`src/rtl/pb_iteration_scheduler.sv`:
```
// pb_iteration_scheduler: walks one loop dimension from a start bound to an
// end bound, one value per cycle, and emits a transaction for every value that
// falls inside at least one program-block window.
//
// Handshake: a transfer happens on a rising edge where out_valid & out_ready.
// Once out_valid is high, out_ivar/out_hit/out_idx hold steady until that
// transfer; out_valid never drops without a transfer except on abort or reset.
module pb_iteration_scheduler #(
  parameter int ITERATION_VARIABLE_WIDTH = 16,
  parameter int NUM_PB                   = 4,
  parameter int PB_IDX_W                 = 2
) (
  input  logic                                clk,
  input  logic                                reset,
  input  logic                                cfg_we,
  input  logic [PB_IDX_W-1:0]                 cfg_idx,
  input  logic [ITERATION_VARIABLE_WIDTH-1:0] cfg_min,
  input  logic [ITERATION_VARIABLE_WIDTH-1:0] cfg_max,
  input  logic                                cfg_ignore,
  input  logic [ITERATION_VARIABLE_WIDTH-1:0] ivar_start,
  input  logic [ITERATION_VARIABLE_WIDTH-1:0] ivar_end,
  input  logic                                start,
  input  logic                                abort,
  output logic                                busy,
  output logic                                done,
  output logic                                out_valid,
  input  logic                                out_ready,
  output logic [ITERATION_VARIABLE_WIDTH-1:0] out_ivar,
  output logic [NUM_PB-1:0]                   out_hit,
  output logic [PB_IDX_W-1:0]                 out_idx,
  output logic [1:0]                          dbg_state
);
  localparam int W = ITERATION_VARIABLE_WIDTH;

  typedef enum logic [1:0] {IDLE = 2'd0, RUN = 2'd1, DRAIN = 2'd2} state_t;

  state_t                state;
  logic signed [W-1:0]   counter;
  logic signed [W-1:0]   end_reg;
  logic signed [W-1:0]   win_min [NUM_PB];
  logic signed [W-1:0]   win_max [NUM_PB];
  logic [NUM_PB-1:0]     win_ign;
  logic [NUM_PB-1:0]     hit;
  logic [PB_IDX_W-1:0]   hit_idx;
  logic                  stall;

  assign stall     = out_valid & ~out_ready;
  assign busy      = (state != IDLE);
  assign dbg_state = state;

  // Window registers; writable only while idle so a scan sees a frozen config.
  always_ff @(posedge clk) begin
    if (reset) begin
      for (int k = 0; k < NUM_PB; k++) begin
        win_min[k] <= '0;
        win_max[k] <= '0;
      end
      win_ign <= '1;
    end else if (cfg_we && (state == IDLE) && (32'(cfg_idx) < NUM_PB)) begin
      win_min[cfg_idx] <= cfg_min;
      win_max[cfg_idx] <= cfg_max;
      win_ign[cfg_idx] <= cfg_ignore;
    end
  end

  // Signed inclusive window test of the current counter against every window.
  always_comb begin
    hit = '0;
    for (int k = 0; k < NUM_PB; k++) begin
      hit[k] = win_ign[k] | ((counter >= win_min[k]) && (counter <= win_max[k]));
    end
  end

  // Lowest-index hit window; scanning downward lets the lowest index win.
  always_comb begin
    hit_idx = '0;
    for (int k = NUM_PB - 1; k >= 0; k--) begin
      if (hit[k]) hit_idx = PB_IDX_W'(k);
    end
  end

  // Scan controller and registered output stage.
  always_ff @(posedge clk) begin
    if (reset) begin
      state     <= IDLE;
      counter   <= '0;
      end_reg   <= '0;
      done      <= 1'b0;
      out_valid <= 1'b0;
      out_ivar  <= '0;
      out_hit   <= '0;
      out_idx   <= '0;
    end else begin
      done <= 1'b0;
      unique case (state)
        IDLE: begin
          if (start) begin
            counter <= ivar_start;
            end_reg <= ivar_end;
            // An empty range skips straight to the drain/done step.
            state   <= ($signed(ivar_end) < $signed(ivar_start)) ? DRAIN : RUN;
          end
        end
        RUN: begin
          if (abort) begin
            out_valid <= 1'b0;
            state     <= IDLE;
          end else if (!stall) begin
            out_ivar  <= counter;
            out_hit   <= hit;
            out_idx   <= hit_idx;
            out_valid <= |hit;
            // Equality test before increment keeps the counter from wrapping
            // when the end bound is the largest signed value.
            if (counter == end_reg) state <= DRAIN;
            else                    counter <= counter + 1'b1;
          end
        end
        DRAIN: begin
          if (abort) begin
            out_valid <= 1'b0;
            state     <= IDLE;
          end else if (!out_valid || out_ready) begin
            out_valid <= 1'b0;
            done      <= 1'b1;
            state     <= IDLE;
          end
        end
        default: state <= IDLE;
      endcase
    end
  end

endmodule
```
`config.mk`:
```
export PLATFORM = sky130hd
export DESIGN_NAME = pb_iteration_scheduler
export DESIGN_NICKNAME = d
export VERILOG_FILES = /design/src/rtl/pb_iteration_scheduler.sv
export SDC_FILE = /design/constraint.sdc
export NUM_CORES = 1
export LEC_CHECK = 0
export BUFFER_PORTS_ARGS = -buffer_cell sky130_fd_sc_hd__buf_2
export CAP_MARGIN = 30
export CORE_UTILIZATION = 50
export CTS_CLUSTER_DIAMETER = 100
export CTS_CLUSTER_SIZE = 30
export DETAILED_ROUTE_END_ITERATION = 7
export PLACE_DENSITY = 0.67
export SKIP_CTS_REPAIR_TIMING = 1
export SLEW_MARGIN = 20
export SYNTH_ARGS = -nofsm -noshare
export SYNTH_HDL_FRONTEND = slang
export SYNTH_SLANG_ARGS = --single-unit
```
`constraint.sdc`:
```
create_clock -name clk -period 4.2 [get_ports clk]
set_input_delay 0.84 -clock clk [delete_from_list [all_inputs] [get_ports clk]]
set_output_delay 0.84 -clock clk [all_outputs]
set_load 0.01 [all_outputs]
```
## Yosys cells after proc, flatten, opt, wreduce, memory -nomap -nowiden

Memories as Yosys holds them, arrays and structs flattened.
Index checks and enable logic that the tools add are counted.

| word-level totals | value |
|---|---|
| register bits after elaboration | 62 |
| logic and storage cells | 100 |
| RAM bits | 128 |
| memories | 2 |
| output and inout bits | 27 |

| operators by class | value |
|---|---|
| mux-type cells | 37 |
| add/sub/neg operators | 1 |
| $lt $le $gt $ge | 11 |
| bitwise logic cells | 9 |
| reduce and logical (&&, ||, !) cells | 21 |
| equality and inequality tests | 10 |

Memory list:

| name | depth | width | read ports | clocked after Yosys merged registers in | write ports | RTL line | text |
|---|---|---|---|---|---|---|---|
| win_max | 4 | 16 | 4 | 0 | 4 | 41 | `logic signed [W-1:0] win_max [NUM_PB];` |
| win_min | 4 | 16 | 4 | 0 | 4 | 40 | `logic signed [W-1:0] win_min [NUM_PB];` |

Operators by type and width:

| kind | count |
|---|---|
| 16-bit two-way mux | 6 |
| 16-bit >= comparator | 4 |
| 16-bit <= comparator | 4 |
| 16-bit one-hot mux with 2 select lines | 1 |
| 16-bit OR reduction | 2 |
| 2-bit two-way mux | 13 |
| 16-bit by 1-bit adder with 16-bit output, second input constant | 1 |
| 16-bit equality test | 1 |
| 16-bit less-than comparator | 1 |
| 1-bit two-way mux | 13 |
| 3-bit != test, second input constant | 3 |
| 2-bit != test, second input constant | 4 |
| 1-bit logical AND | 6 |
| 2-bit one-hot mux with 3 select lines | 1 |
| 3-bit AND reduction | 2 |
| 2-bit nonzero test | 3 |
| 5-bit AND reduction | 1 |
| 4-bit bitwise mux | 1 |
| 1-bit inverter | 4 |
| 1-bit bitwise OR | 4 |
| 4-bit AND reduction | 1 |
| 4-bit OR reduction | 1 |
| 2-bit by 3-bit less-than comparator with 1-bit output, second input constant | 1 |
| 3-bit OR reduction | 1 |
| 10 further kinds | 10 |

## Depth between registers and ports, before layout

Gate-level depths: netlist of the first run.

| depth | value |
|---|---|
| depth after elaboration | 7 |
| mapped depth | 10 |
| depth with buffers taken out | 10 |

## Worst setup path after synthesis of the first run

Ideal clock, no wire load.

| path | value |
|---|---|
| kind | input to register |
| from | input port cfg_we |
| to | memory win_max[0][0] in the netlist's numbering, enable pin |
| path slack | 1.519 ns |
| data arrival time | 2.292 ns |
| library setup time | 0.389 ns |
| stages | 5 |
| path through | nand2_1 > or3_1 > clkbuf_1 > clkbuf_1 > nand2_1 |

RTL lines:

| what | RTL line | text |
|---|---|---|
| start, declared | 15 | `input logic cfg_we,` |
| end, declared | 41 |  |

## Final worst setup path of the first run

| path | value |
|---|---|
| from | register counter[4] |
| to | register out_idx[1] |

| on the way | value |
|---|---|
| word-level cells in the longest chain between the ends | 7 |
| elaborated cells on any way between the ends | 20 |
| those cells by class | 8 x order compare; 4 x mux; 4 x bitwise; 4 x reduce/logical |

Ends and longest elaborated chain:

| what | RTL line | text |
|---|---|---|
| start, declared | 38 | `logic signed [W-1:0] counter;` |
| start signal, assigned | 98 | `counter <= ivar_start;` |
| start signal, assigned | 116 | `else counter <= counter + 1'b1;` |
| 16-bit >= comparator / 16-bit <= comparator (equally long branches) | 70 | `hit[k] = win_ign[k] \| ((counter >= win_min[k]) && (counter <= win_max[k]));` |
| 1-bit logical AND | 70 |  |
| 1-bit bitwise OR | 70 |  |
| 2-bit two-way mux (3 in series) | 78 | `if (hit[k]) hit_idx = PB_IDX_W'(k);` |
| 2-bit two-way mux * | 78 |  |
| end signal, assigned | 111 | `out_idx <= hit_idx;` |
| end, declared | 30 | `output logic [PB_IDX_W-1:0] out_idx,` |

Every way passes the cells marked *; elsewhere a longest branch is shown, timed or not.
A chain may end at the register's enable or synchronous reset.

==> metrics, run 1 <==
Syn Inst Count=1192; Die ar.=approximately 23000 µm²; row count=54; Clk network pwr share=33.4%; f_max=0.334 GHz; Reg clk slew, reported paths=0.07 ns; clock buffer count from CTS=17; Worst Setup End Kind=flip-flop; total clock sinks=190; Filler cells=1944; Clk Latency, worst-skew pair=0.44 ns; Regs by FF count=win_max x64, win_min x64; # DRC=0; sequential fraction of the synthesis area=45.7%; worst-margin pin slew=0.838 ns; dpl cell area=12100 µm²; TritonCTS clock tree=done; final hold slack=0.452 ns; DRT iter0 DRCs=just over 600; Ports=100; Max-slew headroom=43.9%; DPL Wire Length=about 22000 µm; Clock Path Buffers=2; Tcrit/Tclk final=between 70% and 80%; max-cap violation count=0; number of buffer and inverter stages on the critical path=1; leading cell types in the layout, fill and taps excluded=inv_1, nand2_1, ha_1; final wirelength=29500 µm; CP Class=flip-flop to flip-flop; remaining antenna violation count=0; Area growth syn-to-layout=13.3%; Congestion Overflow GR=0; Switch Pwr=1.43 mW; fin. max-slew vios=0; post-layout minimum cycle time=3.00 ns; Nets=1518; Die W=151 µm; Max IR drop VDD=0.356 mV; final instance area=12600 µm²; syn_nets=1409; status=finished clean; critical path arrival=approximately 3.4 ns; initial antenna violation count=0; Worst Path Required=4.56 ns; number of synthesized flops with an enable pin=128; Worst setup SP type=flip-flop; Final Hold Viols=0; Initial Util=about half; YS warnings=0; Root Buffer=clkbuf_16; Diodes inserted=0; proportion of layout cells with a drive suffix above 1=about 14%; largest net degree at the start of global routing=58; PD cells=374 nW/µm²; RSZ-0062 raised after global routing=no; syn avg cell area=9.34 µm²; core area=21800 µm²; Comb power frac=20.3%; post-synthesis cell area=11100 µm²; Yosys cell types=between 60 and 70; CP max-delay cell=dfxtp_1; sequential share of power=between 40 and 50%; Switching Share=30.3%; global-route wire length before repair=44700 µm; chip height=151 µm; DR pass1 iterations=5; vias in the first global route=8182; Vias=8708; commonest non-fill, non-tap cell in the layout=inv_1; post-DR wirelength/cell=18.5 µm; Clock Skew=approximately 0.012 ns; GP Congestion=0.871; crit path cell chain=buf_4, ha_1, nand4_1, o21ai_0, a311oi_1, o21ai_1, mux2i_1, o211a_1, or2_1, o31ai_1; FF-to-FF setup slack=1.20 ns; crit-path max cell delay=0.76 ns; HP Class=flip-flop to flip-flop; Async SR Flop Fraction=0%; port bufs=99; Int Power=3.29 mW; Seq cells post-synth=190; Pleak=5.81 nW; total negative setup slack=0 ns; CTS H-tree lvls=4; Final setup viols=0; CP top delay family=compound AO/OA/AOI/OAI gates; ys flop type=edfxtp_1; Critical Path Fanout Max=12; Tot Pwr=4.72 mW; via/cell ratio=5.46; GR Util All Layers=between 20% and 30%
==> metrics by stage <==
step           cells  util, %  setup WS (ns)
3_5_place_dp    1562     55.3           1.28
3_3_place_gp    1562     55.3           1.41
4_1_cts         1594     57.8           1.25
6_report        1594     57.8           1.20
2_1_floorplan   1192        -           1.52
5_1_grt         1594     57.8           1.06
==> path summary, 6_finish.rpt <==
kind	depth (start not counted)	end	startpoint
setup reg to reg	10	out_idx[1]	counter[4]
hold / removal	2	out_ivar[13]	out_ivar[13]
setup / recovery	10	out_idx[1]	counter[4]
hold reg to reg	2	out_ivar[13]	out_ivar[13]
==> kinds of logic (layout without fill, tap and decap cells) <==
kind of cell	after synthesis	after routing	share of synthesized area, %
flip-flops	190	190	45.7
XOR/XNOR	16	16	1.26
buffers and inverters	213	335	7.37
adder cells (fa/ha/maj)	144	144	16.2
multiplexers	9	9	0.820
AND/OR/NAND/NOR	409	409	16.5
AO/OA/AOI/OAI	211	211	12.2
==> synthesized netlist by cell type, types with 4 or more instances <==
cell type / n / area [µm²]
a211oi_1: 7 / 52.6
a211oi_2: 4 / 50.1
a21o_1: 24 / 180
a21oi_1: 88 / 440
a22oi_1: 8 / 60.1
a31oi_1: 7 / 43.8
and4_1: 5 / 43.8
clkbuf_1: 29 / 109
dfxtp_1: 62 / 1240
edfxtp_1: 128 / 3840
ha_1: 144 / 1800
inv_1: 176 / 661
mux2i_1: 8 / 80.1
nand2_1: 160 / 601
nand2b_1: 14 / 87.6
nand3_1: 22 / 110
nand4_1: 28 / 175
nor2_1: 136 / 510
nor2b_1: 7 / 43.8
nor3_1: 9 / 45.0
nor4_1: 6 / 37.5
o211ai_1: 4 / 30.0
o21ai_0: 32 / 160
o31ai_1: 5 / 37.5
xnor2_1: 16 / 140
==> worst register-to-register path, cell delays in order (launching register included) <==
cell	delay (ns)
dfxtp_1	0.76
buf_4	0.28
ha_1	0.24
nand4_1	0.12
o21ai_0	0.11
a311oi_1	0.38
o21ai_1	0.13
mux2i_1	0.16
o211a_1	0.30
or2_1	0.23
o31ai_1	0.22
==> per-layer routing <==
metal | up-vias | GRT usage (%) | part of all wire (%)
li1 | 4313 | - | -
met4 | 0 | 8.65 | 2.3
met1 | 4083 | 36.5 | 47
met2 | 273 | 41.2 | 45
met5 | - | 0 | 0
met3 | 39 | 4.88 | 6.0
==> power groups by stage <==
stage	logic [mW]	registers, mW	clock network [mW]
finish	0.959	2.19	1.58
global route	1.07	2.20	1.66
CTS	0.953	2.19	1.60
detailed placement	0.942	2.23	0
global placement	0.919	2.22	0
floorplan	0.618	2.22	0
==> layout make-up <==
type	instances	area (µm²)	area share [%]
Clock buffer	18	439	3.48
Clock inverter	14	120	0.952
Inverter	177	664	5.26
Multi-Input combinational cell	789	5240	41.5
Sequential cell	190	5080	40.3
Tap cell	280	350	2.78
Timing Repair Buffer	126	723	5.73
Note: power is estimated with default switching activity, not from simulation.
==> run 2, diff against run 1 <==
--- a/config.mk
+++ b/config.mk
@@ -5,6 +5,7 @@
 export SDC_FILE = /design/constraint.sdc
 export NUM_CORES = 1
 export LEC_CHECK = 0
+export ABC_AREA = 1
 export BUFFER_PORTS_ARGS = -buffer_cell sky130_fd_sc_hd__buf_2
 export CAP_MARGIN = 30
 export CORE_UTILIZATION = 50
==> constraint.sdc (replaced) <==
create_clock -name clk -period 2.79 [get_ports clk]
set_input_delay 0.558 -clock clk [delete_from_list [all_inputs] [get_ports clk]]
set_output_delay 0.558 -clock clk [all_outputs]
set_load 0.01 [all_outputs]
==> run 2 against run 1 <==
- worst setup slack lost 0.80 ns
- maximum frequency grew 25%
- sequential power grew 54%
- combinational power grew 84%
- power grew 61%
- synthesized cell count grew 15%
==> metrics, run 2 <==
status=finished clean; Async SR Flop Fraction=0% (unchanged); Yosys top cell by area=edfxtp_1; number of buffer and inverter stages on the critical path=0 (-1); CP top delay family=flip-flops; met2 usage=42.4% (+1.2 points); CTS H-tree lvls=4 (unchanged); syn avg cell area=8.32 µm² (-11%); Area growth syn-to-layout=13.7%; total negative setup slack=0 ns (unchanged); Hold Path Stages=3 (+1); GR Util All Layers=24.4% (-1.9 points); sequential fraction of the synthesis area=44.5% (-1.2 points); remaining antenna violation count=0 (unchanged); Worst R2R Start=counter[13]; Filler cells=1985 (+2.1%); r2r worst-path depth=12 (+2); Diodes inserted=0 (unchanged); ys flop type=edfxtp_1; vias in the first global route=8794 (+7.5%); Ports=100 (unchanged); initial antenna violation count=0 (unchanged); Clock Skew=0.0200 ns (+0.00837 ns); Die ar.=23500 µm² (+2.6%); origin of the worst min-delay path=ivar_end[1]; largest net degree at the start of global routing=46 (-21%); Clk Latency, worst-skew pair=0.44 ns (about the same); Final Non-Filler Cells=1787 (+12%); Synth top cells by count=inv_1, nand2_1, nor2_1; cell count after placement=1755 (+12%); Max-slew headroom=59.1% (+15 points); YS warnings=0 (unchanged); post-DR wirelength/cell=15.4 µm (-17%); Syn Inst Count=1373 (+15%); GR peak layer=met2; final hold slack=0.367 ns (-0.0857 ns); # DRC=0 (unchanged); TritonCTS clock tree=done; chip height=153 µm (+1.3%); Yosys cell types=40 (-39%); leading cell types in the layout, fill and taps excluded=inv_1, nand2_1, nor2_1; crit path cell chain=ha_1, a21oi_1, o21bai_1, a21oi_1, nand2_1, nand2_1, nand3_1, nand2_1, nand2_1, nor2_1, nand2_1, a21oi_1; Reg clk slew, reported paths=0.07 ns (about the same); clock buffer count from CTS=17 (unchanged); commonest non-fill, non-tap cell in the layout=inv_1; core area=22100 µm² (+1.2%); Nets=1711 (+13%); syn_nets=1590 (+13%); CP dominant cell by count=nand2_1; Regs by FF count=win_max x64, win_min x64; Seq cells post-synth=190 (unchanged); fin. max-slew vios=0 (unchanged); PD cells=587 nW/µm² (+57%); GP Congestion=0.860 (-1.3%); CP max-delay cell=dfxtp_1; f_max=0.418 GHz (+25%); row count=54 (unchanged); Initial Util=51.7% (+0.68 points); port bufs=99 (unchanged); Root Buffer=clkbuf_16; Die W=153 µm (+1.3%); DPL Wire Length=20600 µm (-4.5%); Worst setup SP type=flip-flop; CP Class=flip-flop to flip-flop; worst-margin pin slew=0.612 ns (-0.226 ns); post-layout minimum cycle time=2.39 ns (-0.605 ns); dpl cell area=12400 µm² (+2.8%); post-synthesis cell area=11400 µm² (+2.6%); Clock Path Buffers=2 (unchanged); max-cap violation count=0 (unchanged); Worst Setup End Kind=flip-flop; final wirelength=27500 µm (-6.7%); Final setup viols=0 (unchanged); global-route wire length before repair=44400 µm (-0.54%); met3 GRT Util=2.92% (-2.0 points); met1 usage in global routing=31.4% (-5.1 points); Synth area leaders=edfxtp_1, ha_1, dfxtp_1; DR pass1 iterations=5 (unchanged); critical path arrival=2.75 ns (-0.61 ns); Worst Path Required=3.15 ns (-1.41 ns); top-area cell type share of the netlist area=33.6% (-0.87 points); Max IR drop VDD=0.365 mV (+2.6%); crit-path max cell delay=0.71 ns (-0.05 ns); Tcrit/Tclk final=85.7% (+14 points); RSZ-0062 raised after global routing=no; HP Class=primary input to flip-flop; Pleak=6.60 nW (+14%); Stages on worst setup path=12 (+2); total clock sinks=190 (unchanged); DRT iter0 DRCs=465 (-23%); most frequent cell after synthesis=inv_1; proportion of layout cells with a drive suffix above 1=12.9% (-1.1 points); Vias=9150 (+5.1%); number of synthesized flops with an enable pin=128 (unchanged); hold endpoint=end_reg[1]; RR Endpoint=out_idx[0]; Final Hold Viols=0 (unchanged); Congestion Overflow GR=0 (unchanged); via/cell ratio=5.12 (-6.3%); final instance area=13000 µm² (+2.9%); Critical Path Fanout Max=13 (+1); FF-to-FF setup slack=0.40 ns (-0.80 ns)
-- run 2: cell types whose count changed in the layout (fill, tap and decap cells not counted), sizes merged, moves of 8 or more --
cell	change
nand3	+25
nor2	+65
xor2	+11
a21o	-20
a22oi	-9
o21ai	+29
inv	+88
mux2i	-8
nand2	+96
nand4	-18
nand2b	-14
a211oi	-9
-- run 2: worst reg2reg max path, delay by kind of cell (launching register included) --
family	cells	cell delay (ns)
flops	1	0.71
simple gates	7	0.62
compound gates	4	0.62
fa+ha+maj	1	0.36
-- run 2: worst max-delay path by stage --
stage	startpoint	end	slack, ns
floorplan	dbg_state[1]	win_max[1][0]	0.51
global placement	counter[11]	out_valid	0.43
detailed placement	counter[13]	out_valid	0.41
CTS	counter[13]	out_valid	0.39
global route	counter[13]	out_valid	0.13
finish	counter[13]	out_idx[0]	0.40
-- run 2: final cells by class --
| type | count | area, µm² | share of cell area [%] |
|---|---|---|---|
| clock buffer | 21 | 470 | 3.62 |
| inverter | 269 | 1010 | 7.79 |
| timing repair buffer | 132 | 756 | 5.82 |
| tap | 280 | 350 | 2.70 |
| sequential | 190 | 5080 | 39.1 |
| clock inverter | 11 | 120 | 0.925 |
| multi-input combinational | 884 | 5200 | 40.0 |
-- run 2: per-layer routing --
layer / vias up / wire (µm)
li1: 4653 / -
met1: 4228 / 12300
met3: 32 / 1280
met4: 0 / 588
met2: 237 / 13300
met5: - / 0
-- run 2: power breakdown --
part	leakage (nW)	switching [mW]	internal (mW)	total (mW)
logic	4.46	1.10	0.660	1.76
registers	1.84	0.162	3.21	3.37
clock network	0.298	1.13	1.36	2.49
-- run 2: cells by family after synthesis --
family | count (synthesis) | share of synthesized area, %
XOR/XNOR | 26 | 1.99
buffers and inverters | 299 | 10.0
adder cells (fa/ha/maj) | 144 | 15.8
AND/OR/NAND/NOR | 538 | 19.4
AO/OA/AOI/OAI | 176 | 8.30
flip-flops | 190 | 44.5
-- run 2: per-stage QoR --
stage          setup WS [ns]  utilization (%)  total power, mW
2_1_floorplan          0.512                -             4.60
3_3_place_gp           0.426             56.1             5.14
3_5_place_dp           0.412             56.1             5.19
4_1_cts                0.393             58.8             7.65
5_1_grt                0.128             58.8             8.05
6_report               0.398             58.8             7.62
==> run 3, diff against run 2 <==
--- a/config.mk
+++ b/config.mk
@@ -8,13 +8,13 @@
 export ABC_AREA = 1
 export BUFFER_PORTS_ARGS = -buffer_cell sky130_fd_sc_hd__buf_2
 export CAP_MARGIN = 30
+export CORE_MARGIN = 4
 export CORE_UTILIZATION = 50
 export CTS_CLUSTER_DIAMETER = 100
 export CTS_CLUSTER_SIZE = 30
 export DETAILED_ROUTE_END_ITERATION = 7
 export PLACE_DENSITY = 0.67
 export SKIP_CTS_REPAIR_TIMING = 1
-export SLEW_MARGIN = 20
 export SYNTH_ARGS = -nofsm -noshare
 export SYNTH_HDL_FRONTEND = slang
 export SYNTH_SLANG_ARGS = --single-unit
==> constraint.sdc (replaced) <==
create_clock -name clk -period 2.4 [get_ports clk]
set_input_delay 0.48 -clock clk [delete_from_list [all_inputs] [get_ports clk]]
set_output_delay 0.48 -clock clk [all_outputs]
set_load 0.01 [all_outputs]
==> run 3 against run 2 <==
- clock power is 14% higher
- cell count is 1.0% higher
- non-clock buffer count is 13 higher
- sequential share of layout area is 0.42 points lower
- routed wire length is 2.3% higher
- core utilization is 0.53 points lower
- worst hold slack worse by 0.083 ns
- critical endpoint is now out_valid
- largest cell class unchanged
==> metrics, run 3 (synthesis results as in run 2) <==
Worst R2R Start=counter[7]; chip height=159 µm (+3.9%); Vias=9136 (-0.15%); Diodes inserted=0 (unchanged); Area growth syn-to-layout=15.1%; Worst Path Required=2.72 ns (-0.43 ns); final wirelength=28100 µm (+2.3%); RSZ-0062 raised after global routing=no; remaining antenna violation count=0 (unchanged); Hold Path Stages=3 (unchanged); DR pass1 iterations=5 (unchanged); post-DR wirelength/cell=15.6 µm (+1.3%); TritonCTS clock tree=done; Reg clk slew, reported paths=0.07 ns (about the same); f_max=0.454 GHz (+8.6%); Die W=159 µm (+3.9%); Critical Path Fanout Max=9 (-4); largest net degree at the start of global routing=46 (unchanged); dpl cell area=12500 µm² (+1.1%); FF-to-FF setup slack=0.20 ns (-0.20 ns); Final Non-Filler Cells=1805 (+1.0%); port bufs=99 (unchanged); status=finished clean; max-cap violation count=0 (unchanged); Clock Path Buffers=2 (unchanged); GP Congestion=0.870 (+1.3%); Worst setup SP type=flip-flop; Ports=100 (unchanged); Max IR drop VDD=0.345 mV (-5.5%); vias in the first global route=9136 (+3.9%); Final Hold Viols=0 (unchanged); Nets=1724 (+0.76%); total clock sinks=190 (unchanged); global-route wire length before repair=45400 µm (+2.2%); fin. max-slew vios=0 (unchanged); GR Util All Layers=22.5% (-1.9 points); Tcrit/Tclk final=91.8% (+6.1 points); Clk Latency, worst-skew pair=0.44 ns (about the same); origin of the worst min-delay path=ivar_end[1]; DPL Wire Length=21000 µm (+1.7%); Initial Util=50.6% (-1.1 points); Clock Skew=0.0119 ns (-0.00812 ns); via/cell ratio=5.06 (-1.1%); Final setup viols=0 (unchanged); critical path arrival=2.53 ns (-0.22 ns); HP Class=primary input to flip-flop; initial antenna violation count=0 (unchanged); r2r worst-path depth=15 (+3); final instance area=13200 µm² (+1.2%); RR Endpoint=out_valid; Max-slew headroom=70.8% (+12 points); worst-margin pin slew=0.437 ns (-0.175 ns); DRT iter0 DRCs=605 (+30%); proportion of layout cells with a drive suffix above 1=14.1% (+1.2 points); hold endpoint=end_reg[1]; core area=22600 µm² (+2.2%); row count=55 (+1.9%); PD cells=677 nW/µm² (+15%); CTS H-tree lvls=4 (unchanged); # DRC=0 (unchanged); Worst Setup End Kind=flip-flop; Congestion Overflow GR=0 (unchanged); clock buffer count from CTS=17 (unchanged); leading cell types in the layout, fill and taps excluded=inv_1, nand2_1, nor2_1; Die ar.=25300 µm² (+8.0%); Root Buffer=clkbuf_16; total negative setup slack=0 ns (unchanged); commonest non-fill, non-tap cell in the layout=inv_1; cell count after placement=1773 (+1.0%); post-layout minimum cycle time=2.20 ns (-0.189 ns); Pleak=6.68 nW (+1.2%); CP Class=flip-flop to flip-flop; Regs by FF count=win_max x64, win_min x64
run 3: layout make-up:
cell class | count | area, µm²
clock inverters | 9 | 68.8
flip-flops and latches | 190 | 5090
repair buffers | 145 | 891
multi-input cells | 884 | 5210
inverters | 269 | 1010
fillers | 2008 | 9420
clock buffers | 23 | 520
well taps | 285 | 357
run 3: metal layers:
layer | GRT usage [%] | wire, µm
met5 | 0 | 0
met3 | 3.88 | 1580
met4 | 8.72 | 874
met2 | 38.5 | 13400
met1 | 28.4 | 12300
run 3: worst max path at each step:
stage                             from       endpoint  slack (ns)
after floorplan           dbg_state[1]  win_max[1][0]        0.12
final                       counter[7]      out_valid        0.20
after global placement     counter[15]     out_idx[0]        0.21
after detailed placement   counter[15]     out_idx[0]        0.12
after global routing        counter[0]     out_idx[0]       0.007
after CTS                  counter[15]     out_idx[0]        0.09
run 3: worst max-delay path, cell delays in order, from the launching register on:
cell and delay, ns:
dfxtp_1 0.31, buf_4 0.19, ha_1 0.31, nand2_1 0.07
nor2_1 0.22, nand3_1 0.11, nand3_1 0.15, nand2_1 0.10
nand3_1 0.09, nand3_1 0.08, nand2_1 0.09, nand2_1 0.07
nor2_1 0.11, nand2_1 0.07, nand2_1 0.06, a21oi_1 0.05
run 3: where the power goes:
part	leakage (nW)	switching, mW	total (mW)	internal [mW]
registers	1.85	0.127	3.86	3.74
clock network	0.292	1.30	2.84	1.55
logic	4.54	1.37	2.19	0.819
total	6.68	2.80	8.90	6.10
run 3: through the flow:
step | power (mW) | hold WS (ns) | worst slack [ns] | utilization [%]
6_report | 8.90 | 0.284 | 0.197 | 58.3
5_1_grt | 9.43 | 0.294 | 0.00691 | 58.3
4_1_cts | 8.93 | 0.278 | 0.0921 | 58.2
3_5_place_dp | 6.11 | 0.464 | 0.120 | 55.6
3_3_place_gp | 6.04 | 0.457 | 0.212 | 55.6
2_1_floorplan | 5.35 | 0.445 | 0.122 | -
